**config.mk**
```make
export PLATFORM = sky130hd
export DESIGN_NAME = apb_master
export DESIGN_NICKNAME = d
export VERILOG_FILES = /design/src/rtl/apb_pkg.sv /design/src/rtl/apb_timeout_ctr.sv /design/src/rtl/apb_master.sv
export SDC_FILE = /design/constraint.sdc
export NUM_CORES = 1
export LEC_CHECK = 0
export CAP_MARGIN = 30
export CORE_MARGIN = 2
export CORE_UTILIZATION = 35
export CTS_CLUSTER_DIAMETER = 80
export DETAILED_ROUTE_END_ITERATION = 10
export GPL_TIMING_DRIVEN = 1
export PLACE_DENSITY = 0.76
export SYNTH_ARGS = -nofsm -noshare
export SYNTH_HDL_FRONTEND = slang
export SYNTH_HIERARCHICAL = 1
export SYNTH_SLANG_ARGS = --single-unit
```
**constraint.sdc**
```tcl
create_clock -name PCLK -period 2.8 [get_ports PCLK]
set_input_delay 0.56 -clock PCLK [delete_from_list [all_inputs] [get_ports PCLK]]
set_output_delay 0.56 -clock PCLK [all_outputs]
set_load 0.02 [all_outputs]
```
**src/rtl/apb_pkg.sv**
```systemverilog
// ---------------------------------------------------------------------------
// apb_pkg
// Shared definitions for both ends of the APB link to the UART register
// completer: FSM state encoding and default bus widths.
// ---------------------------------------------------------------------------
package apb_pkg;

  localparam int APB_ADDR_WIDTH = 4;
  localparam int APB_DATA_WIDTH = 16;

  typedef enum logic [1:0] {
    IDLE   = 2'b00,
    SETUP  = 2'b01,
    ACCESS = 2'b10
  } apb_state_t;

endpackage

```
**src/rtl/apb_timeout_ctr.sv**
```systemverilog
// ---------------------------------------------------------------------------
// apb_timeout_ctr
// Counts PREADY-low ACCESS cycles for the APB requester and flags when the
// allowed wait budget has been used up.
//   clk      : clock (rising edge)
//   rst      : synchronous active-high reset
//   clear    : restart the count (asserted the cycle before ACCESS)
//   count_en : one more wait cycle observed
//   expired  : count has reached TIMEOUT_CYCLES
// ---------------------------------------------------------------------------
module apb_timeout_ctr #(
  parameter int TIMEOUT_CYCLES = 255
) (
  input  logic clk,
  input  logic rst,
  input  logic clear,
  input  logic count_en,
  output logic expired
);

  localparam int CW = $clog2(TIMEOUT_CYCLES + 1);

  logic [CW-1:0] cnt_q, cnt_d;

  assign expired = (cnt_q == CW'(TIMEOUT_CYCLES));

  // Saturate at the limit; the requester leaves ACCESS on that edge anyway.
  always_comb begin
    cnt_d = cnt_q;
    if (clear)
      cnt_d = '0;
    else if (count_en && !expired)
      cnt_d = cnt_q + 1'b1;
  end

  always_ff @(posedge clk) begin
    if (rst) cnt_q <= '0;
    else     cnt_q <= cnt_d;
  end

endmodule

```
**src/rtl/apb_master.sv**
```systemverilog
// ---------------------------------------------------------------------------
// apb_master
// APB requester for a single completer. Takes one read/write command at a
// time from a local controller, runs the SETUP/ACCESS phases, honours PREADY
// wait states and returns read data / error on a one-cycle response strobe.
//
// Ports
//   PCLK, PRESET            : clock, synchronous active-high reset
//   cmd_valid/cmd_ready     : command handshake (accepted only in IDLE)
//   cmd_write/addr/wdata    : command fields, sampled at acceptance only
//   rsp_valid/rdata/err     : one-cycle completion strobe with result
//   PADDR..PWDATA, PSELx,
//   PENABLE                 : APB requester outputs (all registered)
//   PREADY/PRDATA/PSLVERR   : APB completer inputs, sampled in ACCESS only
//
// Optional feature: define APB_TIMEOUT_EN to abort a transfer (rsp_err = 1)
// once TIMEOUT_CYCLES PREADY-low ACCESS cycles have elapsed and PREADY is
// still low. Without it the block waits for PREADY indefinitely.
// ---------------------------------------------------------------------------
module apb_master
  import apb_pkg::*;
#(
  parameter int ADDR_WIDTH     = APB_ADDR_WIDTH,
  parameter int DATA_WIDTH     = APB_DATA_WIDTH,
  parameter int TIMEOUT_CYCLES = 255
) (
  input  logic                  PCLK,
  input  logic                  PRESET,
  input  logic                  cmd_valid,
  output logic                  cmd_ready,
  input  logic                  cmd_write,
  input  logic [ADDR_WIDTH-1:0] cmd_addr,
  input  logic [DATA_WIDTH-1:0] cmd_wdata,
  output logic                  rsp_valid,
  output logic [DATA_WIDTH-1:0] rsp_rdata,
  output logic                  rsp_err,
  output logic [ADDR_WIDTH-1:0] PADDR,
  output logic                  PSELx,
  output logic                  PENABLE,
  output logic                  PWRITE,
  output logic [DATA_WIDTH-1:0] PWDATA,
  input  logic                  PREADY,
  input  logic [DATA_WIDTH-1:0] PRDATA,
  input  logic                  PSLVERR
);

  apb_state_t state_q;
  logic       expired;

  // Gated by PRESET so nothing is accepted on the reset edge.
  assign cmd_ready = (state_q == IDLE) && !PRESET;

`ifdef APB_TIMEOUT_EN
  apb_timeout_ctr #(
    .TIMEOUT_CYCLES (TIMEOUT_CYCLES)
  ) u_timeout_ctr (
    .clk      (PCLK),
    .rst      (PRESET),
    .clear    (state_q == SETUP),
    .count_en ((state_q == ACCESS) && !PREADY),
    .expired  (expired)
  );
`else
  assign expired = 1'b0;
`endif

  // PADDR/PWRITE/PWDATA are written only on acceptance, so they stay stable
  // through the whole transfer and until the next command.
  always_ff @(posedge PCLK) begin
    if (PRESET) begin
      state_q   <= IDLE;
      PSELx     <= 1'b0;
      PENABLE   <= 1'b0;
      PWRITE    <= 1'b0;
      PADDR     <= '0;
      PWDATA    <= '0;
      rsp_valid <= 1'b0;
      rsp_rdata <= '0;
      rsp_err   <= 1'b0;
    end else begin
      rsp_valid <= 1'b0;
      case (state_q)
        IDLE: begin
          if (cmd_valid) begin
            PADDR   <= cmd_addr;
            PWRITE  <= cmd_write;
            PWDATA  <= cmd_wdata;
            PSELx   <= 1'b1;
            state_q <= SETUP;
          end
        end
        SETUP: begin
          PENABLE <= 1'b1;
          state_q <= ACCESS;
        end
        ACCESS: begin
          if (PREADY) begin
            // Normal completion wins over a timeout on the same edge.
            rsp_valid <= 1'b1;
            rsp_err   <= PSLVERR;
            rsp_rdata <= (!PWRITE && !PSLVERR) ? PRDATA : '0;
            PSELx     <= 1'b0;
            PENABLE   <= 1'b0;
            state_q   <= IDLE;
          end else if (expired) begin
            rsp_valid <= 1'b1;
            rsp_err   <= 1'b1;
            rsp_rdata <= '0;
            PSELx     <= 1'b0;
            PENABLE   <= 1'b0;
            state_q   <= IDLE;
          end
        end
        default: begin
          PSELx   <= 1'b0;
          PENABLE <= 1'b0;
          state_q <= IDLE;
        end
      endcase
    end
  end

endmodule

```
Yosys cells after proc, flatten, opt, wreduce, memory -nomap -nowiden
Cells that the tools add are included.

Multiplexer cells: 9. Reductions and logical operators: 12. Equal/unequal tests: 4. Bitwise operators: 3.

Operators by type and width (count): $mux W16 (1); $reduce_and A2 Y1 (4); $pmux W1 S3 (2); $pmux W2 S3 (1); $mux W2 (2); $ne A2 B2 Y1 const B (2); $logic_not A1 Y1 (3); $mux W1 (3); $not A1 Y1 (3); $reduce_and A3 Y1 (1); $eq A2 B1 Y1 const B (1); $eq A2 B2 Y1 const B (1); $logic_and A1 B1 Y1 (2); $logic_not A2 Y1 (1); $reduce_or A2 Y1 (1).

Input port bits: 42. Output and inout bits: 42. Logic and storage cells: 37. Bits in registers: 43.

Logic depth before layout (Yosys ltp)
Depth after elaboration: 3. Depth in mapped cells: 5. Gate-level depth less buffers: 3.

Worst setup path before layout
OpenSTA, ideal clock, no wires.

Path kind: input-to-output. Start point: in PRESET. End point: out cmd_ready. Cell stages on the path: 2. Required time: 2.240 ns. Path buffers: 1. Arrival: 1.172 ns. Slack: 1.068 ns. Cell sequence: buf_2 -> nor3_1.

Longest elaborated chain between the ends: 2.

Ends and longest elaborated chain: from (decl) (line apb_master.sv:28) `input logic PRESET,`; $logic_not A1 Y1 (line apb_master.sv:51) `assign cmd_ready = (state_q == IDLE) && !PRESET;`; $logic_and A1 B1 Y1 (line apb_master.sv:51); to (decl) (line apb_master.sv:30) `output logic cmd_ready,`.

No other way between the ends.

Worst setup path in the final report
Same ends and word-level chain as after synthesis.

==> impl_metrics.tcl <==
set metrics [dict create \
    run_status "finished clean" \
    finalSetupViolations 0 \
    seq_area_frac_synth_pct 57.5 \
    routabilityCongestion 0.698 \
    start_util_pct 36.9 \
    diodes 0 \
    cts_buffer_depth 2 \
    hold_class "register to register" \
    final_cell_mix "83 x clkdlybuf4s50_1, 44 x nand2_1, 43 x dfxtp_1" \
    slowest_delay_ps 640 \
    instances_no_fill 288 \
    cp_cell_sequence "clkdlybuf4s50_1 > nor3_1 > clkdlybuf4s50_1" \
    h-tree-depth 2 \
    netlist_instances 156 \
    dieArea_um2 4820 \
    synth.area.top_cells "dfxtp_1 57%, nand2_1 11%, a22o_1 9.4%, a21oi_1 7.7%, buf_6 2.3%" \
    hpwl_um 2680 \
    required_ps 2240 \
    rsz0062_at_grt "no" \
    synth_top_area_share_pct 57.5 \
    cts.clk_slew.worst_paths_ps 70 \
    crit_type "primary input to output pin" \
    setup_tns_ps 0 \
    dieWidth_um 69.4 \
    grt_pass1_vias 1236 \
    combinationalPowerShare_pct 17.3 \
    grt_max_degree 30 \
    fmax_mhz 416 \
    post_cts_buffers 0 \
    core-area_um2 4060 \
    swShare_pct 24.7 \
    critPathMaxFanout 2 \
    firstDrtPassIters 4 \
    syn_area_um2 1500 \
    worst_setup_path_end_kind "output pin" \
    dp_cells 280 \
    cts_made_buffers 5 \
    die_y_um 69.4 \
    maxSlewHeadroom_pct 43.5 \
    pwr-share-clk_pct 29.5 \
    root_buffer "clkbuf_8" \
    ir_drop_mv 0.310 \
    final_core_util_pct 59.5 \
    synth_cell_types 20 \
    post_drt_wl_per_cell_um 13.0 \
    yosysTopAreaCell "dfxtp_1" \
    multi_input_area_um2 566 \
    hold_buffers 0 \
    cp_common_cell "clkdlybuf4s50_1" \
    antenna_found_initial 0 \
    vias_per_cell 4.76 \
    io-pin-count 84 \
    clock-sinks 43 \
    n_fill_cell 362 \
    grt_use_total_pct 15.8 \
    p_sw_mw 0.305 \
    area_delta_synth_final_pct 61.3 \
    setup_slack_ps 397 \
    ctsResizeCount 0 \
    rows 23 \
    overflow 0 \
    dpl_worst_slack_ps 387 \
    final_common_cell "clkdlybuf4s50_1" \
    ys_ff_latch 43 \
    num_vias 1372 \
    ant_nets 0 \
    p_per_area_nw_per_um2 511 \
    post-route-min-period_ps 2400 \
    slew_violations 0 \
    clk_latency_ps 280 \
    grt_pass1_wl_um 6070 \
    clock_skew_ps 7.67 \
    seqCellArea_um2 861 \
    pwr-share-seq_pct 53.1 \
    hold_viol 0 \
    cts_tree "built" \
    maxCapViolations 0 \
    wirelength_um 3740 \
    initialDrtViolationCount 89 \
    max_slew.worst_pin.slew_ps 843 \
    p_int_mw 0.930 \
    io_buffers 83 \
    power_leakage_nw 0.904 \
    mappedNetlistNets 198 \
    drc 0 \
    slowest_stage "clkdlybuf4s50_1" \
    syn_avg_cell_area_um2 9.60 \
    yosys_warnings 6 \
    fin_nets 279 \
    fin_crit_sh_pct 85.8 \
    arrival_ps 1840 \
    worst_setup_path_start_kind "primary input" \
    drive_above_1_share_pct 5.04 \
]
power groups by stage:
stage | sequential, mW | clock (mW) | combinational, mW
floorplan | 0.696 | 0 | 0.0693
global placement | 0.670 | 0 | 0.213
CTS | 0.657 | 0.375 | 0.217
detailed placement | 0.671 | 0 | 0.216
finish | 0.656 | 0.365 | 0.214
global route | 0.661 | 0.410 | 0.230
synthesized netlist by cell type:
cell	number
nor4b_4	1
a22o_1	16
and3b_1	1
nor3b_2	1
buf_2	6
o21bai_1	1
a21oi_1	23
nand2_1	44
dfxtp_1	43
nor2_2	1
nor3_1	3
nand2_4	1
mux2i_1	1
buf_6	3
nor4b_1	1
o21ai_0	1
nor2b_1	2
nor2_1	4
or3b_1	1
buf_1	2
critical path, delay by kind of cell:
family | cells | cell delay (ps)
AND/OR/NAND/NOR | 1 | 180
buffers and inverters | 2 | 1090
registers in the layout (all words and copies together), names as in the netlist:
signal / flops
PWRITE: 1
rsp_valid: 1
PENABLE: 1
PSELx: 1
PADDR: 4
PWDATA: 16
rsp_err: 1
state_q: 2
rsp_rdata: 16
final cells by class:
class | instances | area share [%]
sequential | 43 | 35.6
timing repair buffer | 85 | 35.0
multi-input combinational | 102 | 23.4
clock buffer | 7 | 3.16
tap | 50 | 2.59
clock inverter | 1 | 0.207
worst paths after layout:
check | start | end | cells after the start | slack, ps
worst max-delay path | PRESET | cmd_ready | 3 | 400
worst min-delay path | PADDR[3]$_SDFFE_PP0P_ | PADDR[3]$_SDFFE_PP0P_ | 2 | 450
worst max register to register | state_q[1]$_SDFFE_PP0P_ | rsp_rdata[8]$_SDFFE_PP0P_ | 3 | 1130
worst min register to register | PADDR[3]$_SDFFE_PP0P_ | PADDR[3]$_SDFFE_PP0P_ | 2 | 450
routing by layer:
metal	vias up	share of wire (%)	GRT usage (%)
met2	40	47	23.9
met4	0	1.2	4.58
met5	-	0	0
met1	639	47	21.3
met3	4	4.7	5.38
li1	689	-	-
logic make-up after synthesis:
family,count (synthesis),synth area share (%)
compound gates,41,17.9
buf+inv,11,4.76
flops,43,57.5
mux,1,0.668
simple gates,60,19.2
per-stage QoR:
| stage | total power [mW] | hold slack [ps] | instance area [µm²] |
|---|---|---|---|
| after global routing | 1.30 | 469 | 2420 |
| after floorplan | 0.766 | 528 | 1500 |
| after detailed placement | 0.887 | 446 | 2330 |
| after global placement | 0.883 | 442 | 2330 |
| final | 1.24 | 455 | 2420 |
| after CTS | 1.25 | 456 | 2420 |
Note: power is estimated with default switching activity, not from simulation.
